--- src/rtl/mc_ctrl_pkg.sv ---
// Shared encodings for the stack-machine multicycle controller:
// state codes, opcode values and datapath select encodings.
package mc_ctrl_pkg;

  typedef enum logic [3:0] {
    ST_IDLE     = 4'd0,
    ST_FETCH    = 4'd1,
    ST_DECODE   = 4'd2,
    ST_POP_A    = 4'd3,
    ST_POP_B    = 4'd4,
    ST_ALU_EXEC = 4'd5,
    ST_PUSH_RES = 4'd6,
    ST_MEM_RD   = 4'd7,
    ST_PUSH_MEM = 4'd8,
    ST_POP_W    = 4'd9,
    ST_MEM_WR   = 4'd10,
    ST_JUMP     = 4'd11,
    ST_JZ_TEST  = 4'd12,
    ST_ERROR    = 4'd13
  } state_t;

  // Opcode field IR[7:5]
  localparam logic [2:0] OP_ADD  = 3'b000;
  localparam logic [2:0] OP_SUB  = 3'b001;
  localparam logic [2:0] OP_AND  = 3'b010;
  localparam logic [2:0] OP_NOT  = 3'b011;
  localparam logic [2:0] OP_PUSH = 3'b100;
  localparam logic [2:0] OP_POP  = 3'b101;
  localparam logic [2:0] OP_JMP  = 3'b110;
  localparam logic [2:0] OP_JZ   = 3'b111;

  // Memory address source
  localparam logic ADDR_PC = 1'b0;
  localparam logic ADDR_IR = 1'b1;

  // Next-PC source
  localparam logic [1:0] PC_INC = 2'b00;
  localparam logic [1:0] PC_IR  = 2'b01;

  // Value pushed onto the stack
  localparam logic STK_RES = 1'b0;
  localparam logic STK_MDR = 1'b1;

  // ALU operation, identical to the low two opcode bits of ALU instructions
  localparam logic [1:0] ALU_ADD = 2'b00;
  localparam logic [1:0] ALU_SUB = 2'b01;
  localparam logic [1:0] ALU_AND = 2'b10;
  localparam logic [1:0] ALU_NOT = 2'b11;

endpackage

--- src/rtl/mem_wait_timer.sv ---
// Counts memory wait cycles and flags when the allowed wait budget is used up.
module mem_wait_timer #(
  parameter int MEM_TIMEOUT = 15,
  parameter int TMR_LEN     = 4
) (
  input  logic clk,
  input  logic rst_n,
  input  logic clear,
  input  logic count_en,
  output logic timeout
);

  localparam logic [TMR_LEN-1:0] LIMIT = TMR_LEN'(MEM_TIMEOUT);
  localparam logic [TMR_LEN-1:0] ONE   = TMR_LEN'(1);

  logic [TMR_LEN-1:0] count;

  // Wait counter: cleared while not waiting, saturates at the limit
  always_ff @(posedge clk or negedge rst_n) begin
    if (!rst_n) begin
      count <= '0;
    end else if (clear) begin
      count <= '0;
    end else if (count_en && (count != LIMIT)) begin
      count <= count + ONE;
    end
  end

  assign timeout = (count == LIMIT);

endmodule

--- src/rtl/multicycle_controller.sv ---
// Multicycle control unit for a small stack machine: Moore state register,
// strobes qualified by opcode, memory handshake and stack status.
module multicycle_controller
  import mc_ctrl_pkg::*;
#(
  parameter int MEM_TIMEOUT = 15,
  parameter int TMR_LEN     = 4
) (
  input  logic       clk,
  input  logic       rst_n,
  input  logic [2:0] opcode,
  input  logic       mem_ready,
  input  logic       tos_zero,
  input  logic       stack_empty,
  input  logic       stack_full,
  output logic       mem_read,
  output logic       mem_write,
  output logic       ir_write,
  output logic       mdr_write,
  output logic       pc_write,
  output logic       push,
  output logic       pop,
  output logic       a_write,
  output logic       b_write,
  output logic       res_write,
  output logic       addr_src,
  output logic [1:0] pc_src,
  output logic       stack_src,
  output logic [1:0] alu_op,
  output logic       halt
);

  state_t state;
  state_t next_state;
  logic   in_wait;
  logic   tmr_clear;
  logic   tmr_count_en;
  logic   timeout;

  // Memory-wait states share one counter; leaving a wait state (mem_ready=1)
  // clears it so the next wait state starts from zero.
  assign in_wait      = (state == ST_FETCH) || (state == ST_MEM_RD) || (state == ST_MEM_WR);
  assign tmr_clear    = !in_wait || mem_ready;
  assign tmr_count_en = in_wait && !mem_ready;

  mem_wait_timer #(
    .MEM_TIMEOUT(MEM_TIMEOUT),
    .TMR_LEN    (TMR_LEN)
  ) u_wait_timer (
    .clk     (clk),
    .rst_n   (rst_n),
    .clear   (tmr_clear),
    .count_en(tmr_count_en),
    .timeout (timeout)
  );

  // State register; reset lands in IDLE so every output drops at once
  always_ff @(posedge clk or negedge rst_n) begin
    if (!rst_n) begin
      state <= ST_IDLE;
    end else begin
      state <= next_state;
    end
  end

  // Next-state and strobe decode; stack faults suppress the stack strobe
  always_comb begin
    next_state = state;
    mem_read   = 1'b0;
    mem_write  = 1'b0;
    ir_write   = 1'b0;
    mdr_write  = 1'b0;
    pc_write   = 1'b0;
    push       = 1'b0;
    pop        = 1'b0;
    a_write    = 1'b0;
    b_write    = 1'b0;
    res_write  = 1'b0;
    addr_src   = ADDR_PC;
    pc_src     = PC_INC;
    stack_src  = STK_RES;
    alu_op     = ALU_ADD;
    halt       = 1'b0;
    case (state)
      ST_IDLE: next_state = ST_FETCH;
      ST_FETCH: begin
        mem_read = 1'b1;
        addr_src = ADDR_PC;
        if (mem_ready) begin
          ir_write   = 1'b1;
          pc_write   = 1'b1;
          pc_src     = PC_INC;
          next_state = ST_DECODE;
        end else if (timeout) begin
          next_state = ST_ERROR;
        end
      end
      ST_DECODE: begin
        case (opcode)
          OP_PUSH: next_state = ST_MEM_RD;
          OP_POP:  next_state = ST_POP_W;
          OP_JMP:  next_state = ST_JUMP;
          OP_JZ:   next_state = ST_JZ_TEST;
          default: next_state = ST_POP_A;
        endcase
      end
      ST_POP_A: begin
        if (stack_empty) begin
          next_state = ST_ERROR;
        end else begin
          pop        = 1'b1;
          a_write    = 1'b1;
          next_state = (opcode == OP_NOT) ? ST_ALU_EXEC : ST_POP_B;
        end
      end
      ST_POP_B: begin
        if (stack_empty) begin
          next_state = ST_ERROR;
        end else begin
          pop        = 1'b1;
          b_write    = 1'b1;
          next_state = ST_ALU_EXEC;
        end
      end
      ST_ALU_EXEC: begin
        alu_op     = opcode[1:0];
        res_write  = 1'b1;
        next_state = ST_PUSH_RES;
      end
      ST_PUSH_RES: begin
        if (stack_full) begin
          next_state = ST_ERROR;
        end else begin
          push       = 1'b1;
          stack_src  = STK_RES;
          next_state = ST_FETCH;
        end
      end
      ST_MEM_RD: begin
        mem_read = 1'b1;
        addr_src = ADDR_IR;
        if (mem_ready) begin
          mdr_write  = 1'b1;
          next_state = ST_PUSH_MEM;
        end else if (timeout) begin
          next_state = ST_ERROR;
        end
      end
      ST_PUSH_MEM: begin
        if (stack_full) begin
          next_state = ST_ERROR;
        end else begin
          push       = 1'b1;
          stack_src  = STK_MDR;
          next_state = ST_FETCH;
        end
      end
      ST_POP_W: begin
        if (stack_empty) begin
          next_state = ST_ERROR;
        end else begin
          pop        = 1'b1;
          a_write    = 1'b1;
          next_state = ST_MEM_WR;
        end
      end
      ST_MEM_WR: begin
        mem_write = 1'b1;
        addr_src  = ADDR_IR;
        if (mem_ready) begin
          next_state = ST_FETCH;
        end else if (timeout) begin
          next_state = ST_ERROR;
        end
      end
      ST_JUMP: begin
        pc_write   = 1'b1;
        pc_src     = PC_IR;
        next_state = ST_FETCH;
      end
      ST_JZ_TEST: begin
        if (stack_empty) begin
          next_state = ST_ERROR;
        end else begin
          pc_write   = tos_zero;
          pc_src     = PC_IR;
          next_state = ST_FETCH;
        end
      end
      ST_ERROR: halt = 1'b1;
      default:  next_state = ST_ERROR;
    endcase
  end

endmodule
--- config.mk ---
export PLATFORM = sky130hd
export DESIGN_NAME = multicycle_controller
export DESIGN_NICKNAME = d
export VERILOG_FILES = /design/src/rtl/mc_ctrl_pkg.sv /design/src/rtl/mem_wait_timer.sv /design/src/rtl/multicycle_controller.sv
export SDC_FILE = /design/constraint.sdc
export NUM_CORES = 1
export LEC_CHECK = 0
export ABC_AREA = 1
export CAP_MARGIN = 25
export CORE_MARGIN = 2
export CORE_UTILIZATION = 36
export CTS_BUF_LIST = sky130_fd_sc_hd__clkbuf_8
export DETAILED_ROUTE_END_ITERATION = 6
export GPL_TIMING_DRIVEN = 0
export PLACE_DENSITY_LB_ADDON = 0.25
export SLEW_MARGIN = 20
export SYNTH_ARGS = -nofsm -noshare
export SYNTH_HDL_FRONTEND = slang
export SYNTH_SLANG_ARGS = --single-unit
--- constraint.sdc ---
create_clock -name clk -period 1.46 [get_ports clk]
set_input_delay 0.219 -clock clk [delete_from_list [all_inputs] [get_ports clk]]
set_output_delay 0.219 -clock clk [all_outputs]
set_load 0.02 [all_outputs]
Yosys cells after proc, flatten, opt, wreduce, memory -nomap -nowiden --
Index checks and enable logic that the tools add are counted.
Cells by class: reduce and logical (&&, ||, !) cells 15, add/sub/neg operators 1, equality and inequality tests 20, multiplexer cells 34
Operator list (count):
- case mux 4 bit (12 select lines) | 1
- 2-to-1 mux 4 bit | 10
- equality test 4 bit, second input constant | 7
- 2-to-1 mux 1 bit | 18
- equality test 4 x 3 -> 1 bit, second input constant | 4
- case mux 4 bit (4 select lines) | 1
- equality test 3 bit, second input constant | 4
- OR reduction 2 bit | 5
- equality test 4 x 2 -> 1 bit, second input constant | 2
- adder 4 x 1 -> 4 bit, second input constant | 1
- equality test 4 x 1 -> 1 bit, second input constant | 1
- logical NOT 4 bit | 1
- != test 4 bit, second input constant | 1
- equality test 3 x 2 -> 1 bit, second input constant | 1
- logical OR 1 bit | 3
- 2-to-1 mux 3 bit | 1
- case mux 1 bit (3 select lines) | 1
- OR reduction 3 bit | 1
- logical AND 1 bit | 2
- logical NOT 1 bit | 2
- 2-to-1 mux 2 bit | 1
- case mux 1 bit (2 select lines) | 1
- nonzero test 2 bit | 1
Word-level totals: output and inout bits 17, register bits after elaboration 8, bits of input ports 9

Depth between registers and ports, before layout --
Gate-level depths: netlist of the first run.
word-level depth 7, gate-level depth with buffers 8

Modules after synthesis --
From an unflattened synthesis of the first run, not the netlist that was laid out.
Unflattened totals: cells, all modules 148, area total of the unflattened synthesis 804.5 µm²
Modules (own cells, without submodules):
- multicycle_controller | area an instance 579.3 µm², times used 1, cells an instance 119
- mem_wait_timer | area an instance 225.2 µm², times used 1, cells an instance 29

Least setup slack after synthesis of the first run --
No wires, ideal clock.
kind register -> output, start point register state[1], end point output alu_op[0], slack -0.128 ns, cell stages (with the launch flop) 6, buffers on the path 0, arrival time 1.369 ns, required time 1.241 ns, path through dfrtp_1 nor2_2 inv_1 nor2_1 inv_1 nor2_1
Between the ends: longest elaborated chain between the ends 2
Ends and longest elaborated chain:
- start: declaration | line multicycle_controller.sv:33 | state_t state;
- start signal: assignment | line multicycle_controller.sv:62 | state <= next_state;
- equality test 4 x 3 -> 1 bit | line multicycle_controller.sv:84 | case (state)
- 2-to-1 mux 2 bit | line multicycle_controller.sv:84
- end: declaration | line multicycle_controller.sv:29 | output logic [1:0] alu_op,
No other way between the ends.

Final worst setup path of the first run --
start point register state[0], end point output pc_write
Between the ends: longest elaborated chain between the ends 2
Ends and longest elaborated chain:
- equality test 4 bit or equality test 4 x 1 -> 1 bit (tied branches) | line multicycle_controller.sv:84
- case mux 1 bit (3 select lines) * | line multicycle_controller.sv:84
- end: declaration | line multicycle_controller.sv:20 | output logic pc_write,
Mark *: on every way between the ends. The rest lies on a longest branch, timed or not.

==> metrics.md, run 1 <==
| Metric | Value |
|---|---|
| RePlAce Congestion | between 0.8 and 0.9 |
| Max-slew violations | 0 |
| Rows | 16 |
| F_max | 605 MHz |
| I/O pins | 26 |
| Highest-count cells in the layout ignoring fill and taps | nand2_1 (36), nand3_1 (17), buf_4 (13), inv_1 (10), buf_6 (10) |
| Hold crit path type | input pin to asynchronous set/reset pin |
| Worst ir drop on vdd | between 800 and 900 uV |
| Core area | around 0.002 mm^2 |
| Placed Area | between 0.001 and 0.0015 mm^2 |
| Reg-to-reg slack, setup | 120 ps |
| CP max FO | 4 |
| Worst Setup SP | state[0]$_DFFE_PN0N_ |
| DR pass1 iterations | 4 |
| End of the worst register-to-register path | state[1]$_DFFE_PN0N_ |
| Synth area leader | dfrtp_1 |
| HPWL after detailed placement | approximately 1600 um |
| Area Overhead vs Synth | 63.3% |
| Yosys cell types | 22 |
| Total wire length | approximately 2300 um |
| Initial Utilization | slightly below 40% |
| Die area | about 0.0025 mm^2 |
| Final instance area | approximately 0.0013 mm^2 |
| Vias in the first global route | 832 |
| Leakage power | just under 0.7 nW |
| Crit path to | pc_write |
| Antenna fix cells | 0 |
| Max Root-Sink Buffers | 2 |
| Most common cell after layout, fill and taps aside | nand2_1 |
| Syn Area/Cell | a little under 6 um^2 |
| Final setup vio count | 13 |
| Port-buffer cells | 23 |
| CP max-delay cell | dfrtp_1 |
| Largest cells by area after synthesis | dfrtp_1 (26%), nand2_1 (21%), nand3_1 (12%) |
| Period utilization | 113% |
| Detailed Route Iter0 Violations | 22 |
| Clock-pin slew on the worst setup and hold paths | 40 ps |
| Most frequent CP cell | nor2_4 |
| Fillers | between 150 and 200 |
| Placed Instances | approximately 180 |
| Sink Count | 8 |
| Netlist Area Pre-Place | roughly 800 um^2 |
| Die X | 50.5 um |
| Vias per inst | roughly 5.2 |
| Total track usage | between 10% and 20% |
| Hold Buf Count CTS | 0 |
| Worst path max stage delay | around 430 ps |
| Hold Vio Cnt, Final | 0 |
| Multi-input logic area | 622 um^2 |
| Final Non-Filler Cells | approximately 190 |
| #FFs+latches synth | 8 |
| CTS buffer count | 3 |
| WP data required | 1240 ps |
| Failing checks | negative setup slack |
| Clk Latency, worst-skew pair | between 200 and 250 ps |
| Layout cells sized above 1 | 40.7% |
| Reg area | 204 um^2 |
| Status | finished with violations |
| Drt drc | 0 |
| Antenna violations before repair | 0 |
| Worst reg2reg startpoint | state[0]$_DFFE_PN0N_ |
| R2R depth | 6 |
| TritonCTS clock tree | done |
| Critical Path AT | about 1400 ps |
| Critical Setup Path Class | flop to output pin |
| Final setup margin | -192 ps |
| Antenna viol nets, final | 0 |
| Overflow after GRT | 0 |
| Mapped Nets | ~140 |
| Vias | 1001 |
| Post-Synthesis Cells | ~130 |
| Skew final | about 8.2 ps |
| Post-synth top area share | between 20% and 30% |
| Minimum clock period | 1650 ps |
| CP Launch Type | flop |
| Seq/Total Area, Yosys | between 20% and 30% |
| Worst-path cell chain | inv_2 > nor2_4 > nand2_4 > nor2_4 > nand3b_1 > buf_6 |
| Yosys warns | 0 |
| Drt wl/cell | around 12 um |
| Crit. End Element | output pin |
| PwrDens | around 1800 mW/mm^2 |
| H-tree levels | 1 |
| First-pass GRT wire length | roughly 3500 um |
| Layout net count | about 180 |
| Max-Cap Viols | 0 |
| RSZ-0062 raised after global routing | true |
| Largest net degree at the start of global routing | 9 |
| Die height | roughly 50 um |
| Clk root buf | clkbuf_8 |
==> what timing repair did <==
item                       CTS  global route
buffers inserted             1             7
gates cloned                 0             0
setup endpoints to repair   16            19
resized for setup           87            42
pin swaps                    1             5
==> layout make-up <==
type,instances,share of cell area (%)
Multi-Input combinational cell,105,48.9
Timing Repair Buffer,31,22.7
Sequential cell,8,16.0
Inverter,18,5.51
Clock buffer,3,3.25
Tap cell,27,2.66
Buffer,2,0.886
==> Yosys cell counts <==
cell type  number
nor2_2          3
inv_1          16
clkbuf_1        1
xnor2_1         1
buf_4           1
conb_1          1
a21oi_2         1
nand3_1        19
o21ai_0         3
nor2_1         18
nand2_2         2
nand3_4         1
a31oi_1         1
a21oi_1         5
nand3b_1        1
nand4_1         1
nand2_1        44
inv_2           2
nand2_4         1
dfrtp_1         8
xor2_1          2
ha_1            1
==> state kept, by name, indices dropped and copies added, names as in the netlist <==
signal	flops
state	4
u_wait_timer.count	4
==> worst min path at each step <==
stage | slack [ps] | end | cells after the start
2_1_floorplan | -80 | state[0]$_DFFE_PN0N_ | 0
3_3_place_gp | 510 | u_wait_timer.count[2]$_DFFE_PN0P_ | 1
3_5_place_dp | 530 | u_wait_timer.count[0]$_DFFE_PN0P_ | 1
4_1_cts | 290 | u_wait_timer.count[3]$_DFFE_PN0P_ | 1
5_1_grt | 300 | state[0]$_DFFE_PN0N_ | 1
6_report | 260 | state[0]$_DFFE_PN0N_ | 1
==> power by group <==
part / switching (mW) / internal, mW / total [mW]
Sequential: 0.124 / 0.299 / 0.423
Combinational: 0.982 / 0.665 / 1.65
Clock: 0.0868 / 0.179 / 0.265
Total: 1.19 / 1.14 / 2.34
==> worst max-delay path, delay by kind of cell (launching register included) <==
kind | cells | cell delay [ps]
buf+inv | 2 | 220
flops | 1 | 430
simple gates | 4 | 540
==> metrics by stage <==
| stage | hold slack, ps | TNS [ps] | setup WS (ps) | utilization, % | power, mW |
|---|---|---|---|---|---|
| 3_3_place_gp | 512 | -4930 | -472 | 52.3 | 1.58 |
| 2_1_floorplan | -76.6 | -23.8 | -11.9 | - | 1.19 |
| 6_report | 264 | -1420 | -192 | 63.5 | 2.34 |
| 5_1_grt | 303 | -2280 | -247 | 63.5 | 2.51 |
| 3_5_place_dp | 526 | -5260 | -484 | 52.3 | 1.59 |
| 4_1_cts | 286 | -941 | -130 | 54.7 | 1.93 |
==> routing by layer <==
| layer | share of wire (%) | up-vias | track usage (%) |
|---|---|---|---|
| li1 | - | 487 | - |
| met1 | 45 | 466 | 23.7 |
| met2 | 48 | 46 | 28.9 |
| met3 | 5.8 | 2 | 5.06 |
| met4 | 0.60 | 0 | 2.70 |
| met5 | 0 | - | 0 |
==> kinds of logic (layout without fill, tap and decap cells) <==
| logic type | after synthesis | count (layout) | share of synthesized area (%) |
|---|---|---|---|
| xor+xnor | 3 | 3 | 3.38 |
| simple gates | 90 | 90 | 51.6 |
| flops | 8 | 8 | 25.7 |
| fa+ha+maj | 1 | 1 | 1.61 |
| other cells | 1 | 1 | 0.482 |
| compound gates | 10 | 10 | 7.07 |
| buf+inv | 20 | 54 | 10.1 |
Power figures use the tool's default switching activity.
==> run 2: changes to the inputs <==
CTS_CLUSTER_SIZE = 40   (was not set)
==> results of run 2 <==
Final layout, timing and power as in run 1 (identical DEF).
==> run 3: changes to the inputs <==
SKIP_CTS_REPAIR_TIMING = 1   (was not set)
SYNTH_HIERARCHICAL = 1   (was not set)
TNS_END_PERCENT = 20   (was not set)
==> run 3 against run 2 <==
Against the previous run: the flow still finishes with violations (negative setup slack); final cell count rose by 5.7%; clock skew fell by 6.6 ps; combinational power fell by 18%; sequential power rose by 3%; clock power fell by 2%; sequential cell count did not move; sequential share of layout area rose by 1.3 points; hold slack improved by 11 ps; final area fell by 6.9%; register-to-register slack got worse by 170 ps; critical path type unchanged; highest routed layer is now met3.
==> metrics.md, run 3 <==
| Metric | Value |
|---|---|
| Reg-to-reg slack, setup | -50 ps (was 120 ps) |
| Rows | 17 (was 16) |
| Syn Area/Cell | 5.44 um^2 (was 5.85 um^2) |
| Antenna viol nets, final | 0 (unchanged) |
| First-pass GRT wire length | 3620 um (was 3510 um) |
| Die X | 51.3 um (was 50.5 um) |
| Clock-pin slew on the worst setup and hold paths | 40 ps (about the same) |
| End of the worst register-to-register path | u_wait_timer/count[0]$_DFFE_PN0P_ (was state[1]$_DFFE_PN0N_) |
| F_max | 621 MHz (was 605 MHz) |
| RePlAce Congestion | 0.945 (was 0.894) |
| Max-slew violations | 0 (unchanged) |
| DR pass1 iterations | 4 (unchanged) |
| Critical Setup Path Class | flop to output pin (unchanged) |
| Hold Vio Cnt, Final | 0 (unchanged) |
| Sink Count | 8 (unchanged) |
| Max-Cap Viols | 0 (unchanged) |
| Clk Latency, worst-skew pair | 220 ps (was 230 ps) |
| Largest cells by area after synthesis | nand2_1 (26%), dfrtp_1 (25%), nand3_1 (12%) (was dfrtp_1 (26%), nand2_1 (21%), nand3_1 (12%)) |
| Mux cell area share after synthesis | 0% (unchanged) |
| HPWL after detailed placement | 1770 um (was 1590 um) |
| Drt wl/cell | 11.1 um (was 12.0 um) |
| Post-synthesis adder-cell area fraction | 1.56% (was 1.61%) |
| Total wire length | 2270 um (was 2330 um) |
| Status | finished with violations (unchanged) |
| Most common cell after layout, fill and taps aside | nand2_1 (unchanged) |
| Worst reg2reg startpoint | state[2]$_DFFE_PN0N_ (was state[0]$_DFFE_PN0N_) |
| Antenna fix cells | 0 (unchanged) |
| Failing checks | negative setup slack (unchanged) |
| Period utilization | 110% (was 113%) |
| R2R depth | 11 (was 6) |
| I/O pins | 26 (unchanged) |
| Final setup margin | -152 ps (was -192 ps) |
| Pre-CTS WS | -447 ps (was -484 ps) |
| Overflow after GRT | 0 (unchanged) |
| #FFs+latches synth | 8 (unchanged) |
| Total track usage | 17.7% (about the same) |
| CP max FO | 6 (was 4) |
| Xor and xnor area share after synthesis | 1.09% (was 3.38%) |
| CTS buffer count | 3 (unchanged) |
| Core area | 0.00217 mm^2 (was 0.00200 mm^2) |
| Detailed Route Iter0 Violations | 25 (was 22) |
| Post-synth EDFFs | 0 (unchanged) |
| Main combinational cell family by area after synthesis | simple AND/OR/NAND/NOR gates (unchanged) |
| Skew final | 1.63 ps (was 8.21 ps) |
| Post-Synthesis Cells | 148 (was 133) |
| Count leader, synth | nand2_1 (unchanged) |
| Placed Area | 0.00108 mm^2 (was 0.00105 mm^2) |
| Minimum clock period | 1610 ps (was 1650 ps) |
| Layout cells sized above 1 | 32.2% (was 40.7%) |
| Async S/R FF share, synth | 100% (unchanged) |
| Die height | 51.3 um (was 50.5 um) |
| Yosys warns | 6 (was 0) |
| Leakage power | 0.678 nW (was 0.674 nW) |
| Clk root buf | clkbuf_8 (unchanged) |
| TritonCTS clock tree | done (unchanged) |
| Crit. End Element | output pin (unchanged) |
| Synth Area in Compound Gates | 7.00% (was 7.07%) |
| Port-buffer cells | 24 (was 23) |
| Max Root-Sink Buffers | 2 (unchanged) |
| Power Total | 2.05 mW (was 2.34 mW) |
| Area Overhead vs Synth | 47.1% (was 63.3%) |
| Drt drc | 0 (unchanged) |
| Die area | 0.00263 mm^2 (was 0.00255 mm^2) |
| Mapped Nets | 158 (was 143) |
| Post-Synth Simple-Gate Area | 53.8% (was 51.6%) |
| Largest registers | state (4), u_wait_timer/count (4) (was state (4), u_wait_timer.count (4)) |
| Post-synth top area share | 26.1% (was 25.7%) |
| Final setup vio count | 17 (was 13) |
| Yosys cell types | 17 (was 22) |
| CP Launch Type | flop (unchanged) |
| Vias | 1020 (was 1001) |
| Vias per inst | 4.98 (was 5.16) |
| PwrDens | 1730 mW/mm^2 (was 1840 mW/mm^2) |
| Highest-count cells in the layout ignoring fill and taps | nand2_1 (47), nand3_1 (17), nor2_1 (16), inv_1 (13), buf_4 (12) (was nand2_1 (36), nand3_1 (17), buf_4 (13), inv_1 (10), buf_6 (10)) |
| Netlist Area Pre-Place | 805 um^2 (was 778 um^2) |
| Layout net count | 189 (was 179) |
| H-tree levels | 1 (unchanged) |
| Largest net degree at the start of global routing | 9 (unchanged) |
| Antenna violations before repair | 0 (unchanged) |
| Synth cell count leaders | nand2_1 (56), nor2_1 (21), inv_1 (19), nand3_1 (19), dfrtp_1 (8) (was nand2_1 (44), nand3_1 (19), nor2_1 (18)) |
| Synth area leader | nand2_1 (was dfrtp_1) |
| RSZ-0062 raised after global routing | true (unchanged) |
| Final instance area | 0.00118 mm^2 (was 0.00127 mm^2) |
| Prevailing post-synth register cell | dfrtp_1 (unchanged) |
| Hold crit path type | input pin to asynchronous set/reset pin (unchanged) |
| WP data required | 1240 ps (about the same) |
| Critical Path AT | 1390 ps (was 1430 ps) |
| Seq/Total Area, Yosys | 24.9% (was 25.7%) |
| Worst ir drop on vdd | 918 uV (was 853 uV) |
| Vias in the first global route | 839 (was 832) |
| Initial Utilization | 37.1% (was 38.9%) |
## run 3: stage by stage
stage                     setup TNS, ps  util [%]  hold WS (ps)  cells
after CTS                        -10130      51.8           282    203
after floorplan                       0         -         -76.6    148
after global routing              -2650      54.6           300    205
final                             -1080      54.6           275    205
after global placement            -6450      49.9           511    200
after detailed placement          -6250      49.9           518    200
## run 3: cell families after synthesis
kind of cell,Yosys count
AND/OR/NAND/NOR,103
buffers and inverters,23
AO/OA/AOI/OAI,11
flip-flops,8
XOR/XNOR,1
adder cells (fa/ha/maj),1
other,1
## run 3: area by class of cell
type                       instances  area (um^2)
inverter                          22         87.6
tap                               28         35.0
buffer                             1         7.51
clock buffer                       3         41.3
fill                             242          986
sequential                         8          205
timing repair buffer              26          216
multi-input combinational        117          591
## run 3: layer usage
layer | routed length [um] | GRT usage [%] | up-vias
li1 | - | - | 526
met1 | 962 | 24.6 | 460
met2 | 1150 | 29.7 | 34
met3 | 162 | 4.39 | 0
met4 | 0 | 0 | 0
met5 | 0 | 0 | -
## run 3: worst max path at each step
stage	startpoint	endpoint	slack, ps	depth (start not counted)
2_1_floorplan	state[2]$_DFFE_PN0N_	u_wait_timer/count[0]$_DFFE_PN0P_	20	11
3_3_place_gp	state[2]$_DFFE_PN0N_	pop	-440	5
3_5_place_dp	stack_empty	pc_write	-450	5
4_1_cts	state[0]$_DFFE_PN0N_	pc_write	-670	5
5_1_grt	state[3]$_DFFE_PN0N_	pop	-230	5
6_report	state[2]$_DFFE_PN0N_	pop	-150	5
## run 3: power by group
group / internal (mW) / leakage (nW) / switching, mW
registers: 0.293 / 0.100 / 0.141
logic: 0.493 / 0.556 / 0.860
clock network: 0.178 / 0.0216 / 0.0815
total: 0.964 / 0.678 / 1.08
## run 3: worst max-delay path, cell delays in order (launching register included)
cell and delay [ps]:
dfrtp_2 460, inv_4 70, nor2_4 180, nand2_1 110, a31oi_1 180, buf_4 160
